## config.mk

```make
export PLATFORM = sky130hd
export DESIGN_NAME = instr_fetch_queue_flat
export DESIGN_NICKNAME = d
export VERILOG_FILES = /design/src/rtl/instr_fetch_queue_pkg.sv /design/src/rtl/instr_fetch_queue_if.sv /design/src/rtl/instr_fetch_queue_fifo.sv /design/src/rtl/instr_fetch_queue.sv /design/src/flat_wrapper.sv
export SDC_FILE = /design/constraint.sdc
export NUM_CORES = 1
export LEC_CHECK = 0
export CAP_MARGIN = 20
export CELL_PAD_IN_SITES_DETAIL_PLACEMENT = 0
export CELL_PAD_IN_SITES_GLOBAL_PLACEMENT = 1
export CORE_ASPECT_RATIO = 0.8
export CORE_MARGIN = 3
export CORE_UTILIZATION = 50
export CTS_CLUSTER_DIAMETER = 30
export DETAILED_ROUTE_END_ITERATION = 16
export PLACE_DENSITY = 0.93
export SETUP_SLACK_MARGIN = 0.1
export SLEW_MARGIN = 25
export SYNTH_ARGS = -nofsm -noshare
export SYNTH_HDL_FRONTEND = slang
export SYNTH_SLANG_ARGS = --single-unit
export TNS_END_PERCENT = 50
```

## constraint.sdc

```tcl
create_clock -name clk -period 6.9 [get_ports clk]
set_input_delay 1.38 -clock clk [delete_from_list [all_inputs] [get_ports clk]]
set_output_delay 1.38 -clock clk [all_outputs]
set_load 0.02 [all_outputs]
```

## src/rtl/instr_fetch_queue_pkg.sv

```systemverilog
//------------------------------------------------------------------------------
// Module   : core_pkg
// Purpose  : Shared core-wide constants and types for the fetch front end and
//            later pipeline stages (issue queue reuses the same entry layout).
// Contents : PC_W, INSTR_W, INSTR_BYTES, INSTR_ALIGN_BITS, fetch_entry_t
// Revision : 1.0 - initial release
//------------------------------------------------------------------------------
`default_nettype none
`timescale 1ns/1ps

package core_pkg;

   localparam int PC_W             = 64;
   localparam int INSTR_W          = 32;
   localparam int INSTR_BYTES      = 4;
   localparam int INSTR_ALIGN_BITS = $clog2(INSTR_BYTES);

   typedef struct packed {
      logic [PC_W-1:0]    pc;
      logic [INSTR_W-1:0] instr;
   } fetch_entry_t;

endpackage

`default_nettype wire

```

## src/rtl/instr_fetch_queue_if.sv

```systemverilog
//------------------------------------------------------------------------------
// Module   : instr_fetch_queue_if
// Purpose  : Bundles the instruction-memory, redirect and decode-side signals
//            of the fetch queue.
// Modports : master - the fetch queue (drives imem request and decode outputs)
//            slave  - the environment (imem, branch unit, decoder)
// Revision : 1.0 - initial release
//------------------------------------------------------------------------------
`default_nettype none
`timescale 1ns/1ps

interface instr_fetch_queue_if #(
   parameter int DEPTH   = 4,
   parameter int PC_W    = 64,
   parameter int INSTR_W = 32
);
   logic                   imem_req;
   logic [PC_W-1:0]        imem_addr;
   logic [INSTR_W-1:0]     imem_rdata;
   logic                   redirect_valid;
   logic [PC_W-1:0]        redirect_pc;
   logic                   stall_fetch;
   logic                   fetch_valid;
   logic                   fetch_ready;
   logic [INSTR_W-1:0]     fetch_instr;
   logic [PC_W-1:0]        fetch_pc;
   logic [$clog2(DEPTH):0] occupancy;

   modport master (
      output imem_req, imem_addr,
      input  imem_rdata,
      input  redirect_valid, redirect_pc, stall_fetch,
      output fetch_valid, fetch_instr, fetch_pc, occupancy,
      input  fetch_ready
   );

   modport slave (
      input  imem_req, imem_addr,
      output imem_rdata,
      output redirect_valid, redirect_pc, stall_fetch,
      input  fetch_valid, fetch_instr, fetch_pc, occupancy,
      output fetch_ready
   );
endinterface

`default_nettype wire

```

## src/rtl/instr_fetch_queue_fifo.sv

```systemverilog
//------------------------------------------------------------------------------
// Module   : fetch_fifo
// Purpose  : Parameterised first-word-fall-through FIFO with flush.
// Ports    : clk, reset (async, active high)
//            i_push/i_push_data - enqueue
//            i_pop              - dequeue head (ignored when empty)
//            i_flush            - drop all entries; wins over push and pop
//            o_head             - head entry, zero while empty
//            o_empty, o_count   - status
// Revision : 1.0 - initial release
//------------------------------------------------------------------------------
`default_nettype none
`timescale 1ns/1ps

module fetch_fifo #(
   parameter int DEPTH = 4,
   parameter int WIDTH = 96
) (
   input  logic                   clk,
   input  logic                   reset,
   input  logic                   i_push,
   input  logic [WIDTH-1:0]       i_push_data,
   input  logic                   i_pop,
   input  logic                   i_flush,
   output logic [WIDTH-1:0]       o_head,
   output logic                   o_empty,
   output logic [$clog2(DEPTH):0] o_count
);
   localparam int IDX_W = $clog2(DEPTH);
   localparam int PTR_W = IDX_W + 1;

   logic [WIDTH-1:0] r_mem [DEPTH];
   logic [PTR_W-1:0] r_wr_ptr;
   logic [PTR_W-1:0] r_rd_ptr;
   logic             w_push;
   logic             w_pop;

   assign w_push  = i_push && !i_flush;
   assign w_pop   = i_pop && !i_flush && !o_empty;
   // Extra pointer MSB makes wr - rd the exact count, full included.
   assign o_count = r_wr_ptr - r_rd_ptr;
   assign o_empty = (r_wr_ptr == r_rd_ptr);
   assign o_head  = o_empty ? '0 : r_mem[r_rd_ptr[IDX_W-1:0]];

   always_ff @(posedge clk) begin
      if (w_push) begin
         r_mem[r_wr_ptr[IDX_W-1:0]] <= i_push_data;
      end
   end

   always_ff @(posedge clk or posedge reset) begin
      if (reset) begin
         r_wr_ptr <= '0;
         r_rd_ptr <= '0;
      end else begin
         if (w_push) begin
            r_wr_ptr <= r_wr_ptr + PTR_W'(1);
         end
         if (i_flush) begin
            r_rd_ptr <= r_wr_ptr;
         end else if (w_pop) begin
            r_rd_ptr <= r_rd_ptr + PTR_W'(1);
         end
      end
   end
endmodule

`default_nettype wire

```

## src/rtl/instr_fetch_queue.sv

```systemverilog
//------------------------------------------------------------------------------
// Module   : instr_fetch_queue
// Purpose  : Fetch front end. Owns the PC, issues sequential reads to a
//            one-cycle-latency instruction memory, buffers returned words and
//            hands them to decode. A redirect flushes buffered and in-flight
//            instructions and restarts fetch at the (aligned) target.
// Ports    : clk, reset (async, active high)
//            bus (master) - imem_req/addr/rdata, redirect_valid/pc,
//                           stall_fetch, fetch_valid/ready/instr/pc, occupancy
// Revision : 1.0 - initial release
//------------------------------------------------------------------------------
`default_nettype none
`timescale 1ns/1ps

module instr_fetch_queue #(
   parameter int              DEPTH    = 4,
   parameter int              PC_W     = core_pkg::PC_W,
   parameter int              INSTR_W  = core_pkg::INSTR_W,
   parameter logic [PC_W-1:0] RESET_PC = '0
) (
   input  logic                clk,
   input  logic                reset,
   instr_fetch_queue_if.master bus
);
   import core_pkg::*;

   localparam int PTR_W = $clog2(DEPTH) + 1;
   localparam int ENT_W = PC_W + INSTR_W;

   logic [PC_W-1:0]  r_pc;
   logic [PC_W-1:0]  r_req_pc;
   logic             r_inflight;
   logic             r_kill;

   logic             w_req;
   logic             w_push;
   logic             w_pop;
   logic             w_empty;
   logic [PTR_W-1:0] w_count;
   logic [PTR_W:0]   w_credits_used;
   logic [ENT_W-1:0] w_head;
   logic [PC_W-1:0]  w_redirect_pc;

   // A request consumes a FIFO slot up front, so the returning word always fits.
   assign w_credits_used = {1'b0, w_count} + {{PTR_W{1'b0}}, r_inflight};
   assign w_req = !reset && !bus.redirect_valid && !bus.stall_fetch &&
                  (w_credits_used < (PTR_W+1)'(DEPTH));

   assign w_redirect_pc = {bus.redirect_pc[PC_W-1:INSTR_ALIGN_BITS],
                           {INSTR_ALIGN_BITS{1'b0}}};

   // Response lands the cycle after its request unless a redirect hit either
   // the request cycle (kill flag) or the response cycle itself.
   assign w_push = r_inflight && !r_kill && !bus.redirect_valid;
   // Decode handshakes during a redirect are void; the flush takes over.
   assign w_pop  = !w_empty && bus.fetch_ready && !bus.redirect_valid;

   always_ff @(posedge clk or posedge reset) begin
      if (reset) begin
         r_pc       <= RESET_PC;
         r_req_pc   <= '0;
         r_inflight <= 1'b0;
         r_kill     <= 1'b0;
      end else begin
         r_inflight <= w_req;
         r_kill     <= bus.redirect_valid;
         if (w_req) begin
            r_req_pc <= r_pc;
         end
         if (bus.redirect_valid) begin
            r_pc <= w_redirect_pc;
         end else if (w_req) begin
            r_pc <= r_pc + PC_W'(INSTR_BYTES);
         end
      end
   end

   fetch_fifo #(
      .DEPTH (DEPTH),
      .WIDTH (ENT_W)
   ) u_fifo (
      .clk         (clk),
      .reset       (reset),
      .i_push      (w_push),
      .i_push_data ({r_req_pc, bus.imem_rdata}),
      .i_pop       (w_pop),
      .i_flush     (bus.redirect_valid),
      .o_head      (w_head),
      .o_empty     (w_empty),
      .o_count     (w_count)
   );

   assign bus.imem_req    = w_req;
   assign bus.imem_addr   = r_pc;
   assign bus.fetch_valid = !w_empty;
   assign bus.fetch_pc    = w_head[ENT_W-1 -: PC_W];
   assign bus.fetch_instr = w_head[INSTR_W-1:0];
   assign bus.occupancy   = w_count;
endmodule

`default_nettype wire

```

## src/flat_wrapper.sv

```systemverilog
// flat-port wrapper written by rule: the top's interface ports become plain ports
module instr_fetch_queue_flat import core_pkg::*;
#(
   parameter int              DEPTH    = 4,
   parameter int              PC_W     = core_pkg::PC_W,
   parameter int              INSTR_W  = core_pkg::INSTR_W,
   parameter logic [PC_W-1:0] RESET_PC = '0
)
  (clk, reset, bus_imem_req, bus_imem_addr, bus_imem_rdata, bus_redirect_valid, bus_redirect_pc, bus_stall_fetch, bus_fetch_valid, bus_fetch_instr, bus_fetch_pc, bus_occupancy, bus_fetch_ready);
  instr_fetch_queue_if #(.DEPTH(DEPTH), .PC_W(PC_W), .INSTR_W(INSTR_W)) bus_i ();
  input  logic clk;
  input  logic reset;
  output wire logic [$bits(bus_i.imem_req)-1:0] bus_imem_req;
  output wire logic [$bits(bus_i.imem_addr)-1:0] bus_imem_addr;
  input wire logic [$bits(bus_i.imem_rdata)-1:0] bus_imem_rdata;
  input wire logic [$bits(bus_i.redirect_valid)-1:0] bus_redirect_valid;
  input wire logic [$bits(bus_i.redirect_pc)-1:0] bus_redirect_pc;
  input wire logic [$bits(bus_i.stall_fetch)-1:0] bus_stall_fetch;
  output wire logic [$bits(bus_i.fetch_valid)-1:0] bus_fetch_valid;
  output wire logic [$bits(bus_i.fetch_instr)-1:0] bus_fetch_instr;
  output wire logic [$bits(bus_i.fetch_pc)-1:0] bus_fetch_pc;
  output wire logic [$bits(bus_i.occupancy)-1:0] bus_occupancy;
  input wire logic [$bits(bus_i.fetch_ready)-1:0] bus_fetch_ready;
  assign bus_imem_req = bus_i.imem_req;
  assign bus_imem_addr = bus_i.imem_addr;
  assign bus_i.imem_rdata = bus_imem_rdata;
  assign bus_i.redirect_valid = bus_redirect_valid;
  assign bus_i.redirect_pc = bus_redirect_pc;
  assign bus_i.stall_fetch = bus_stall_fetch;
  assign bus_fetch_valid = bus_i.fetch_valid;
  assign bus_fetch_instr = bus_i.fetch_instr;
  assign bus_fetch_pc = bus_i.fetch_pc;
  assign bus_occupancy = bus_i.occupancy;
  assign bus_i.fetch_ready = bus_fetch_ready;
  instr_fetch_queue #(.DEPTH(DEPTH), .PC_W(PC_W), .INSTR_W(INSTR_W), .RESET_PC(RESET_PC)) u_core (.clk(clk), .reset(reset), .bus(bus_i));
endmodule
```

# ---- After elaboration in Yosys (flattened, before gate mapping)
# Memories as Yosys holds them, arrays and structs flattened.
# Cells that the tools add are included.
dict set report totals {
  ff_bits 136
  mem_bits_rw 384
  inputBits 101
  output_inout_bits 165
  word_cells 38
  mem_count 1
}
dict set report op_classes {
  addsub 5
  n_lt_le_gt_ge 1
  n_eq_ne 1
  n_mux 7
  n_reduce_logical 17
}
# memory depth width read_ports rd_ports_with_merged_regs wr line
set memory_table {}
lappend memory_table {u_core.u_fifo.r_mem 4 96 1 0 1 instr_fetch_queue_fifo.sv:32} ;# logic [WIDTH-1:0] r_mem [DEPTH];
# cell n
set op_table {}
lappend op_table {{$mux W64} 2}
lappend op_table {{$mux W96} 1}
lappend op_table {{$add A64 B3 Y64 const B} 1}
lappend op_table {{$logic_and A1 B1 Y1} 10}
lappend op_table {{$add A3 B1 Y3 const B} 2}
lappend op_table {{$mux W3} 2}
lappend op_table {{$logic_not A1 Y1} 5}
lappend op_table {{$add A3 B1 Y4} 1}
lappend op_table {{$lt A4 B3 Y1 const B} 1}
lappend op_table {{$reduce_bool A2 Y1} 2}
lappend op_table {{$eq A3 B3 Y1} 1}
lappend op_table {{$sub A3 B3 Y3} 1}
lappend op_table {{$mux W1} 2}

# ---- Logic depth before layout (Yosys ltp)
dict set report depth {
  ltp_word 8
  depth_mapped 10
  depth_no_buf 8
}

# ---- Hierarchy
# Synthesis repeated with hierarchy kept, for this count alone.
dict set report unflattened {
  hier_cells 1409
  area_unflattened_um2 21679.5
}
# module instances cells_each area_per_inst_um2 seq_area_each_um2
set modules_own_cells {}
lappend modules_own_cells {fetch_fifo 1 664 15130.8 11681.2}
lappend modules_own_cells {instr_fetch_queue 1 745 6548.8 3153.0}

# ---- Worst setup path after synthesis
# OpenSTA, ideal clock, no wires.
dict set report synth_timing {
  path_type {input-to-reg}
  start {input port bus_redirect_valid}
  end {memory u_core.u_fifo.r_mem[3][0], enable pin}
  setup_ps 465
  arrival_time_ps 4320
  t_required_ps 6435
  slack_ps 2115
  cell_stages 3
  n_path_buf 1
  cell_sequence {clkbuf_1 -> nor3b_1 -> and2_1}
}
dict set report synth_via {
  elab_chain_len 5
}
# item line
set synth_lines {}
lappend synth_lines {{start: declaration} flat_wrapper.sv:16} ;# input wire logic [$bits(bus_i.redirect_valid)-1:0] bus_redirect_valid;
lappend synth_lines {{$logic_not A1 Y1 (*)} {instr_fetch_queue_fifo.sv:38, instr_fetch_queue.sv:54}}
lappend synth_lines {{$logic_and A1 B1 Y1} instr_fetch_queue.sv:54} ;# assign w_push = r_inflight && !r_kill && !bus.redirect_valid;
lappend synth_lines {{$logic_and A1 B1 Y1 (*)} instr_fetch_queue_fifo.sv:38} ;# assign w_push = i_push && !i_flush;
lappend synth_lines {{$mux W1 (*)} instr_fetch_queue_fifo.sv:46} ;# if (w_push) begin
lappend synth_lines {{$mux W1 (implied by the code) (*)} instr_fetch_queue_fifo.sv:47} ;# r_mem[r_wr_ptr[IDX_W-1:0]] <= i_push_data;
lappend synth_lines {{end: declaration} instr_fetch_queue_fifo.sv:32}
# Mark *: on every way between the ends. The rest lies on a longest branch, timed or not.

# ---- Worst setup path in the final report
dict set report layout_timing {
  start {register u_core.u_fifo.r_rd_ptr[1]}
  end {output port bus_fetch_pc[4]}
}
dict set report layout_via {
  elab_chain_len 2
  elab_cells_between_ends 3
  cone_classes {eq/ne (1); mux (1); memory (1)}
}
# item line
set layout_lines {}
lappend layout_lines {{start: declaration} instr_fetch_queue_fifo.sv:34} ;# logic [PTR_W-1:0] r_rd_ptr;
lappend layout_lines {{start signal: assignment} instr_fetch_queue_fifo.sv:60} ;# r_rd_ptr <= r_wr_ptr;
lappend layout_lines {{start signal: assignment} instr_fetch_queue_fifo.sv:62} ;# r_rd_ptr <= r_rd_ptr + PTR_W'(1);
lappend layout_lines {{$mem_v2 Z4 W96 / $eq A3 B3 Y1 (equally long branches)} n/a}
lappend layout_lines {{$mux W96 (*)} instr_fetch_queue_fifo.sv:43} ;# assign o_head = o_empty ? '0 : r_mem[r_rd_ptr[IDX_W-1:0]];
lappend layout_lines {{end: declaration} flat_wrapper.sv:21} ;# output wire logic [$bits(bus_i.fetch_pc)-1:0] bus_fetch_pc;
# Marked as above.

==> impl_results.md <==
* Die Y at approximately 190 um
* Port bufs at around 260
* Post-CTS Hold Buffers at 0
* Layout cells sized above 1 at 21.72%
* First-pass GRT wire length at roughly 80000 um
* Clk_lat worst skew at ~0.6 ns
* Initial Utilization at 50.87%
* Setup Buffers After CTS at 0
* NetSw at 3.822 mW
* Tcrit/Tclk final at 74.75%
* Mapped Avg Cell Area at around 17 um^2
* # setup viols final at 0
* Highest clock rate at slightly below 0.2 GHz
* P_leak at 9.385 nW
* Crit. Startpoint: u_core.u_fifo.r_rd_ptr[1]
* CP peak stage delay at a little over 0.8 ns
* Largest net degree at the start of global routing at 99
* Num CTS Buffers at 86
* Share of total power in the clock network at 34.6%
* Count of cell types in the netlist at 56
* Maximum vdd drop at 0.2775 mV
* Hold Crit Start: u_core.r_req_pc[48]
* CP arrival at 3.78 ns
* Tightest Hold Check Type: reg2reg
* Startpoint Class: flop
* Clk sink count at 508
* Vias in the first global route at between 10000 and 15000
* Post-route DRC at 0
* Row count at 66
* Crit path max-delay cell type: dfrtp_4
* Max-Cap Viols at 0
* Core area at 40880 um^2
* Final ANT Viol Nets at 0
* Final Hold Viols at 0
* Clock Tree Root: clkbuf_16
* WL per Instance at 23.98 um
* Nets at between 1500 and 2000
* Max Buffers Root-to-Sink at 3
* Die area at 44080 um^2
* Reg area at ~15000 um^2
* CP Capture Type: primary output
* Post-synth ARST share at 25.98%
* Internal at approximately 8.5 mW
* Worst Tran Pin Value at 1.043 ns
* Multi-input logic area at 5926 um^2
* DR iter-0 viols at 1059
* Sequential fraction of the synthesis area at a little over two thirds
* Dominant synthesized flop cell: edfxtp_1
* Yosys warns at 0
* Sw Ratio at 31.07%
* Die W at 234.0 um
* Filler instances at around 2800
* EDFF count, synth at 376
* Logic pwr share at 31.1%
* Total power at between 10 and 15 mW
* HPWL after detailed placement at around 31000 um
* Seq pwr share at 34.2%
* Crit-path max FO at 58
* Drt total wl at ~52000 um
* Area growth syn-to-layout at 29.52%
* Final Skew at 0.02224 ns
* CTS tree: done
* Fin Setup TNS at 0 ns
* Outcome: finished, final reports clean
* Fin crit period at 5.158 ns
* Slew headroom at 30.46%
* Vias at 12590
* Via/cell ratio at 5.851
* Ports at roughly 270
* Gpl congestion at 0.7849
* RR Startpoint: u_core.u_fifo.r_rd_ptr[0]
* First drt pass iteration count at 5
* Clock transition at path regs at ~0.050 ns
* Total Routing Usage GR at 23.83%
* Power Dens Cells at 456.9 nW/um^2
* Flops & latches, synth at 508
* Final slew viol count at 0
* Total grt overflow at 0
* Unrepaired setup endpoints after global routing: no
* Cells along the critical path: inv_1 > ha_1 > nand3_4 > buf_4 > and2_1 > clkdlybuf4s50_1
* Mapped Area at 20790 um^2
* Post-CTS Resized at 0
* Post-Syn Instances at ~1200
* Htree depth at 3
* Req. time, crit path at 5.52 ns
* CP Class: reg2out
* Initial antenna violation count at 4
## through the flow
| step | setup slack [ns] | hold WS [ns] | cell area (um^2) | utilization, % | std cells |
|---|---|---|---|---|---|
| CTS | 1.627 | 0.5063 | 26920 | 65.87 | 2151 |
| global route | 1.454 | 0.5153 | 26930 | 65.88 | 2152 |
| floorplan | 1.994 | 0.4724 | 20800 | - | 1235 |
| global placement | 2.275 | 0.4788 | 23980 | 58.67 | 1991 |
| finish | 1.742 | 0.5064 | 26930 | 65.88 | 2152 |
| detailed placement | 2.251 | 0.4995 | 23980 | 58.67 | 1991 |
## critical path, delay by kind of cell, from the launching register on
kind	cells	cell delay, ns
buffers and inverters	3	1.22
DFF	1	0.83
and+or+nand+nor	2	0.79
adders and majority gates	1	0.34
## flip-flops by register name (all words and copies together), names as in the netlist
register	count
u_core.bus.imem_addr	62
u_core.u_fifo.r_rd_ptr	3
u_core.r_kill	1
u_core.r_inflight	1
u_core.r_req_pc	62
u_core.u_fifo.r_mem	376
u_core.u_fifo.r_wr_ptr	3
## cell usage in the layout (no fill, tap or decap), types with 4 or more instances in the layout
cell	synthesis	layout
clkinv_4	0	10
xor2_1	29	29
nand2_1	66	66
clkinv_1	0	7
and4_1	4	4
nor4_1	9	7
nand3_1	33	32
o21ai_0	49	49
clkdlybuf4s50_1	0	258
clkbuf_16	0	87
edfxtp_1	376	376
nor3_1	9	9
and3_1	6	6
clkinv_2	0	14
nor4_2	3	5
or3_1	15	15
nand4_1	32	32
bufinv_16	0	11
or4_1	10	10
mux4_2	94	94
o31ai_1	7	7
ha_1	8	8
and2_1	102	98
dfrtp_1	132	130
clkinvlp_4	0	8
mux2_2	64	64
and2_4	0	4
buf_4	5	18
inv_6	0	6
nor2_1	39	39
clkbuf_1	43	11
inv_1	11	10
a31oi_1	23	23
xnor2_1	7	7
conb_1	1	4
## kinds of logic after synthesis
group                    count (synthesis)  share of synthesized area (%)
flip-flops                             508                          70.19
AND/OR/NAND/NOR                        348                          9.622
multiplexers                           161                          13.79
AO/OA/AOI/OAI                           91                          2.600
buffers and inverters                   77                          1.565
XOR/XNOR                                37                          1.637
adder cells (fa/ha/maj)                  9                         0.5777
other                                    1                        0.01804
## worst paths after layout
path | to | depth (start not counted) | slack (ns)
max | bus_fetch_pc[4] | 6 | 1.74
max reg2reg | u_core.bus.imem_addr[59] | 8 | 2.76
min in group asynchronous | u_core.bus.imem_addr[40] | 2 | 1.32
max in group asynchronous | u_core.bus.imem_addr[9] | 3 | 4.48
min reg2reg | u_core.u_fifo.r_mem[0][80] | 0 | 0.51
min | u_core.u_fifo.r_mem[0][80] | 0 | 0.51
## layer usage
layer	track usage [%]	vias to the layer above	routed length, um
met1	32.00	6435	20340
met3	6.318	115	4685
li1	-	5454	-
met2	37.80	583	25170
met5	0	-	34
met4	8.729	4	1365
## Yosys cell counts (4+ instances only)
| library cell | instances | area share [%] |
|---|---|---|
| buf_4 | 5 | 0.18 |
| xnor2_1 | 7 | 0.29 |
| and4_1 | 4 | 0.17 |
| or4_1 | 10 | 0.36 |
| xor2_1 | 29 | 1.2 |
| and2_1 | 102 | 3.1 |
| ha_1 | 8 | 0.48 |
| nor3_1 | 9 | 0.22 |
| a31oi_1 | 23 | 0.69 |
| o31ai_1 | 7 | 0.25 |
| nand2_1 | 66 | 1.2 |
| and3_1 | 6 | 0.18 |
| buf_2 | 14 | 0.34 |
| clkbuf_1 | 43 | 0.78 |
| dfrtp_1 | 132 | 16 |
| or3_1 | 15 | 0.45 |
| inv_1 | 11 | 0.20 |
| edfxtp_1 | 376 | 54 |
| o21ai_0 | 49 | 1.2 |
| nor2_1 | 39 | 0.70 |
| mux2_2 | 64 | 3.5 |
| nor4_1 | 9 | 0.27 |
| nand3_1 | 33 | 0.79 |
| mux4_2 | 94 | 10 |
| nand4_1 | 32 | 0.96 |
## cell type report
type | instances | area share, %
Tap cell | 544 | 2.528
Inverter | 12 | 0.1951
Multi-Input combinational cell | 650 | 22.00
Timing Repair Buffer | 277 | 10.11
Antenna cell | 1 | 0.009292
Clock buffer | 100 | 8.340
Sequential cell | 508 | 54.22
Clock inverter | 60 | 2.593
## power by group through the flow
stage	combinational [mW]	sequential, mW	clock, mW
finish	3.83	4.21	4.26
global route	4.07	4.27	4.47
CTS	3.89	4.21	4.33
detailed placement	3.85	4.27	0
global placement	3.82	4.22	0
floorplan	2.29	4.08	0
Note: power is estimated with default switching activity, not from simulation.
